**src/rtl/tx_packet_arbiter.sv**
```systemverilog
`default_nettype none
// ============================================================================
// Module   : tx_packet_arbiter
// Brief    : Packet-atomic round-robin arbiter that merges NUM_SRC
//            AXI4-Stream packet sources onto the single tx_packet path
//            feeding dest_packetizer. A granted source owns the output until
//            its tlast beat handshakes; one idle bubble separates packets.
// Revision : 1.0 - initial release
// ============================================================================
module tx_packet_arbiter #(
    parameter int NUM_SRC = 4,
    parameter int DATA_W  = 8,
    parameter int TID_W   = 3
) (
    input  logic                       aclk,
    input  logic                       aresetn,
    input  logic [NUM_SRC-1:0]         src_enable,
    input  logic [NUM_SRC-1:0]         s_packet_tvalid,
    output logic [NUM_SRC-1:0]         s_packet_tready,
    input  logic [NUM_SRC*DATA_W-1:0]  s_packet_tdata,
    input  logic [NUM_SRC-1:0]         s_packet_tlast,
    input  logic [NUM_SRC*TID_W-1:0]   s_packet_tid,
    output logic                       tx_packet_tvalid,
    input  logic                       tx_packet_tready,
    output logic [DATA_W-1:0]          tx_packet_tdata,
    output logic                       tx_packet_tlast,
    output logic [TID_W-1:0]           tx_packet_tid,
    output logic [NUM_SRC-1:0]         grant,
    output logic                       busy
);

    // Pointer width; one extra bit is used while scanning so that
    // rr_ptr + offset never overflows before the explicit wrap.
    localparam int                   c_PTR_W    = (NUM_SRC > 1) ? $clog2(NUM_SRC) : 1;
    localparam logic [c_PTR_W:0]     c_NUM_EXT  = (c_PTR_W + 1)'(NUM_SRC);
    localparam logic [c_PTR_W-1:0]   c_LAST_IDX = c_PTR_W'(NUM_SRC - 1);

    typedef enum logic [0:0] {
        ST_IDLE = 1'b0,
        ST_XFER = 1'b1
    } state_t;

    // ------------------------------------------------------------------
    // Registered state
    // ------------------------------------------------------------------
    state_t                 r_state;
    logic [c_PTR_W-1:0]     r_rr_ptr;
    logic [c_PTR_W-1:0]     r_gidx;
    logic [NUM_SRC-1:0]     r_grant;

    // ------------------------------------------------------------------
    // Combinational signals
    // ------------------------------------------------------------------
    state_t                 w_state_nxt;
    logic [c_PTR_W-1:0]     w_rr_ptr_nxt;
    logic [c_PTR_W-1:0]     w_gidx_nxt;
    logic [NUM_SRC-1:0]     w_grant_nxt;

    logic [NUM_SRC-1:0]     w_req;
    logic [c_PTR_W:0]       w_scan;
    logic                   w_sel_found;
    logic [c_PTR_W-1:0]     w_sel_idx;

    logic                   w_src_valid;
    logic [DATA_W-1:0]      w_src_data;
    logic                   w_src_last;
    logic [TID_W-1:0]       w_src_tid;

    // Only enabled sources take part in arbitration; the mask is looked at
    // solely when choosing a new owner, never during a packet.
    assign w_req = s_packet_tvalid & src_enable;

    // Rotating priority search: first requester at or after rr_ptr, wrapping.
    always_comb begin
        w_sel_found = 1'b0;
        w_sel_idx   = '0;
        w_scan      = '0;
        for (int k = 0; k < NUM_SRC; k++) begin
            w_scan = {1'b0, r_rr_ptr} + (c_PTR_W + 1)'(k);
            if (w_scan >= c_NUM_EXT) begin
                w_scan = w_scan - c_NUM_EXT;
            end
            if (!w_sel_found && w_req[w_scan[c_PTR_W-1:0]]) begin
                w_sel_found = 1'b1;
                w_sel_idx   = w_scan[c_PTR_W-1:0];
            end
        end
    end

    // Select the granted source's beat signals (index held in r_gidx).
    always_comb begin
        w_src_valid = 1'b0;
        w_src_data  = '0;
        w_src_last  = 1'b0;
        w_src_tid   = '0;
        for (int i = 0; i < NUM_SRC; i++) begin
            if (r_gidx == c_PTR_W'(i)) begin
                w_src_valid = s_packet_tvalid[i];
                w_src_data  = s_packet_tdata[i*DATA_W +: DATA_W];
                w_src_last  = s_packet_tlast[i];
                w_src_tid   = s_packet_tid[i*TID_W +: TID_W];
            end
        end
    end

    // Next-state logic and forwarding outputs for the IDLE/XFER machine.
    always_comb begin
        w_state_nxt      = r_state;
        w_rr_ptr_nxt     = r_rr_ptr;
        w_gidx_nxt       = r_gidx;
        w_grant_nxt      = r_grant;
        tx_packet_tvalid = 1'b0;
        tx_packet_tdata  = '0;
        tx_packet_tlast  = 1'b0;
        tx_packet_tid    = '0;
        s_packet_tready  = '0;

        case (r_state)
            ST_IDLE: begin
                if (w_sel_found) begin
                    w_state_nxt = ST_XFER;
                    w_gidx_nxt  = w_sel_idx;
                    w_grant_nxt = NUM_SRC'(1) << w_sel_idx;
                end
            end

            ST_XFER: begin
                // Data fields are forced to zero while the owner has no
                // beat, so the output never shows stale payload.
                tx_packet_tvalid = w_src_valid;
                if (w_src_valid) begin
                    tx_packet_tdata = w_src_data;
                    tx_packet_tlast = w_src_last;
                    tx_packet_tid   = w_src_tid;
                end
                s_packet_tready = r_grant & {NUM_SRC{tx_packet_tready}};

                if (w_src_valid && tx_packet_tready && w_src_last) begin
                    w_state_nxt  = ST_IDLE;
                    w_grant_nxt  = '0;
                    w_rr_ptr_nxt = (r_gidx == c_LAST_IDX) ? '0 : r_gidx + 1'b1;
                end
            end

            default: begin
                w_state_nxt = ST_IDLE;
                w_grant_nxt = '0;
            end
        endcase
    end

    // State register with synchronous active-low reset.
    always_ff @(posedge aclk) begin
        if (!aresetn) begin
            r_state  <= ST_IDLE;
            r_rr_ptr <= '0;
            r_gidx   <= '0;
            r_grant  <= '0;
        end else begin
            r_state  <= w_state_nxt;
            r_rr_ptr <= w_rr_ptr_nxt;
            r_gidx   <= w_gidx_nxt;
            r_grant  <= w_grant_nxt;
        end
    end

    assign grant = r_grant;
    assign busy  = (r_state == ST_XFER);

endmodule
`default_nettype wire

```
**config.mk**
```make
export PLATFORM = sky130hd
export DESIGN_NAME = tx_packet_arbiter
export DESIGN_NICKNAME = d
export VERILOG_FILES = /design/src/rtl/tx_packet_arbiter.sv
export SDC_FILE = /design/constraint.sdc
export NUM_CORES = 1
export LEC_CHECK = 0
export CAP_MARGIN = 5
export CELL_PAD_IN_SITES_DETAIL_PLACEMENT = 0
export CELL_PAD_IN_SITES_GLOBAL_PLACEMENT = 1
export CORE_MARGIN = 5
export CORE_UTILIZATION = 24
export DETAILED_ROUTE_END_ITERATION = 16
export PLACE_DENSITY_LB_ADDON = 0.1
export SLEW_MARGIN = 5
export SYNTH_ARGS = -nofsm -noshare
export SYNTH_HDL_FRONTEND = slang
export SYNTH_SLANG_ARGS = --single-unit
```
**constraint.sdc**
```tcl
create_clock -name aclk -period 3.1 [get_ports aclk]
set_clock_uncertainty 0.1 [all_clocks]
set_input_delay 0.62 -clock aclk [delete_from_list [all_inputs] [get_ports aclk]]
set_output_delay 0.62 -clock aclk [all_outputs]
set_load 0.02 [all_outputs]
```
==> results.cfg, run 1 <==
[setup_path]
cp-startpoint = s_packet_tvalid[0]
r2r_slack_ns = 1.05
r2r_cells = 8
critPathMaxFanout = 13
path_cells = clkdlybuf4s50_1 -> nand3b_1 -> a211oi_1 -> o21ai_1 -> buf_4 -> a21oi_1 -> dlygate4sd2_1
critPathTopFamily = buffers and inverters
rr_startpoint = r_gidx[0]
cp_slowest_cell = clkdlybuf4s50_1
worstSetupStartpointType = primary input
cp-end-kind = primary output
path_buf_inv = 3
path_class = primary input to primary output
crit_required_ns = 2.38
crit_path_max_incr_delay_ns = 0.49
crit_arrival_ns = 2.22
cp.depth = 7

[sta]
tightest_slew_ns = 0.4113
finalMaxSlewViolations = 0
fmax_ghz = 0.3406
final-setup-viol-count = 0
setup_ws_ns = 0.1637
slew_headroom = 0.7254
fin_crit_ns = 2.936
rsz0062_at_grt = no
hold_viol = 0
period_share = 0.9472

[yosys]
yosys_warnings = 0
synth-seq-cells = 9
synth.area.top_cells = dfxtp_1 (17%), a211o_1 (9.8%), a221oi_1 (8.9%)
synth.most_common_cell = nand2_1
synth_area_per_cell_sq_um = 7.182
ys.flop_type = dfxtp_1
yosysUniqueCellTypes = 38
postSynth.asyncResetShare = 0
synth_edf_count = 0
synth.largest_area_cell = dfxtp_1
syn_nets = 213
synthTopCellsByCount = nand2_1 (19), a21oi_1 (16), inv_1 (16), a211o_1 (12), a221oi_1 (11)
yosysSeqAreaShare = 0.1672
synth_top_cell_area_share = 0.1672
syn_inst = 150
syn-cell-area_sq_um = 1077

[placed_design]
place_worst_setup_slack_ns = -0.1312
place_area_sq_um = 2012
globalplace.congestion = 0.8485
dp.final_hpwl_microns = 3646
io_buffer_count = 80

[pwr]
clockPowerShare = 0.234
internal_power_uw = 388.1
p_leak_uw = 0.0008918
power.switching_uw = 195.9
power.density_nw_per_um2 = 286.2
p_total_uw = 584.0
power_frac_comb = 0.536
ir_worst_vdd_mv = 0.1939
pwr-share-seq = 0.231
swShare = 0.3354

[clock_tree]
path_clk_slew_ns = 0.04
post-cts-setup-buffers = 0
ctsHtreeMaxLevel = 1
postCtsHoldBufs = 0
cts-root-buf = clkbuf_8
cts.sinks = 9
cts-resized-gates = 13
cts_buffer_depth = 2
cts_inserted_buffers = 3
cts_tree = done
clk_latency_ns = 0.23

[layout]
design_area_sq_um = 2041
syn_to_final_growth_pct = 89.43
regArea_sq_um = 180.2
post-route-util = 0.4687
antenna_cells = 0
fin_nets = 302
drive_above_1_share = 0.1008
multiInputGateArea_sq_um = 785.8
nFillCells = 448

[min_path]
hold_path_startpoint = r_gidx[1]
hold_class = flip-flop to flip-flop
holdPathStages = 2

[die]
die_h_microns = 77.00
die_area_sq_um = 5928
start_util = 0.2474
row_count = 24
core_area_sq_um = 4354
io_pins = 81
fp.dieW_microns = 77.00

[job]
cap_violations = 0

[detailed_routing]
drc = 0
routedWlPerCell_microns = 15.62
wl_microns = 4531
drt.antenna.violating_nets = 0
vias = 1498
dr.pass1.iters = 4
initialDrtViolationCount = 40
viasPerCell = 5.166

[outcome]
outcome = finished clean

[grt]
grt_usage = 0.1493
grt_overflow = 0
grt_pass1_wl_microns = 7527
grt_pass1_vias = 1579
grt_max_degree = 17
antenna_found_initial = 0
==> cells by family (layout without fill, tap and decap cells) <==
kind of cell,after synthesis,after routing,share of synthesized area
AND/OR/NAND/NOR,45,45,0.2125
AO/OA/AOI/OAI,62,62,0.4518
adder cells (fa/ha/maj),4,4,0.04646
multiplexers,2,2,0.01858
flip-flops,9,9,0.1672
buffers and inverters,28,116,0.1034
==> flip-flops by register name (all words and copies together), names as in the netlist <==
register  count
busy          1
grant         4
r_gidx        2
r_rr_ptr      2
==> stage by stage <==
stage / std cells / hold WS, ns / setup TNS [ns]
after floorplan: 150 / 0.3687 / 0
after detailed placement: 286 / 0.3890 / -1.280
final: 290 / 0.3997 / 0
after CTS: 290 / 0.4045 / 0
after global placement: 286 / 0.3851 / -0.9156
after global routing: 290 / 0.4280 / 0
==> final cells by class <==
cell class	count	share of cell area
flip-flops and latches	9	0.08829
multi-input cells	113	0.3850
inverters	16	0.02943
clock buffers	4	0.02207
repair buffers	96	0.4433
well taps	52	0.03188
==> worst register-to-register path: stages (launching register included) <==
cell,delay (ns)
dfxtp_1,0.33
inv_1,0.11
ha_1,0.21
buf_4,0.22
a21oi_1,0.06
a221oi_1,0.39
buf_4,0.18
a21o_2,0.18
mux2i_1,0.19
==> layout by cell type (no fill, tap or decap), types with 2 or more instances in the layout <==
master	count
a211o_1	12
a211oi_1	3
a21oi_1	16
a221oi_1	11
a31oi_1	2
a32o_1	3
and2_1	3
and3_1	6
buf_4	16
clkbuf_8	3
clkdlybuf4s50_1	67
dfxtp_1	9
dlygate4sd2_1	13
ha_1	4
inv_1	16
mux2i_1	2
nand2_1	19
nand3_1	5
nand3b_1	2
nor2_1	3
nor2b_1	2
o32ai_1	2
==> path summary, 6_finish.rpt <==
path | endpoint
worst min-delay path | r_gidx[1]
worst min register to register | r_gidx[1]
worst max register to register | r_rr_ptr[1]
worst max-delay path | tx_packet_tdata[3]
==> per-layer routing <==
metal / track usage / vias to the layer above / routed length (microns)
met5: 0 / - / 0
met4: 0.05155 / 0 / 94
met3: 0.04215 / 9 / 418
met2: 0.2521 / 70 / 2088
met1: 0.1802 / 675 / 1929
li1: - / 744 / -
==> power groups by stage <==
stage,Clock [uW],Sequential (uW),Combinational (uW)
finish,137,135,313
global route,146,136,341
CTS,142,134,316
detailed placement,0,136,324
global placement,0,135,323
floorplan,0,137,157
Power figures use the tool's default switching activity.
==> run 2: changes to the inputs <==
- HOLD_SLACK_MARGIN: not set -> 0.02
==> results of run 2 <==
No change in the layout: final DEF, timing and power equal those of run 1.
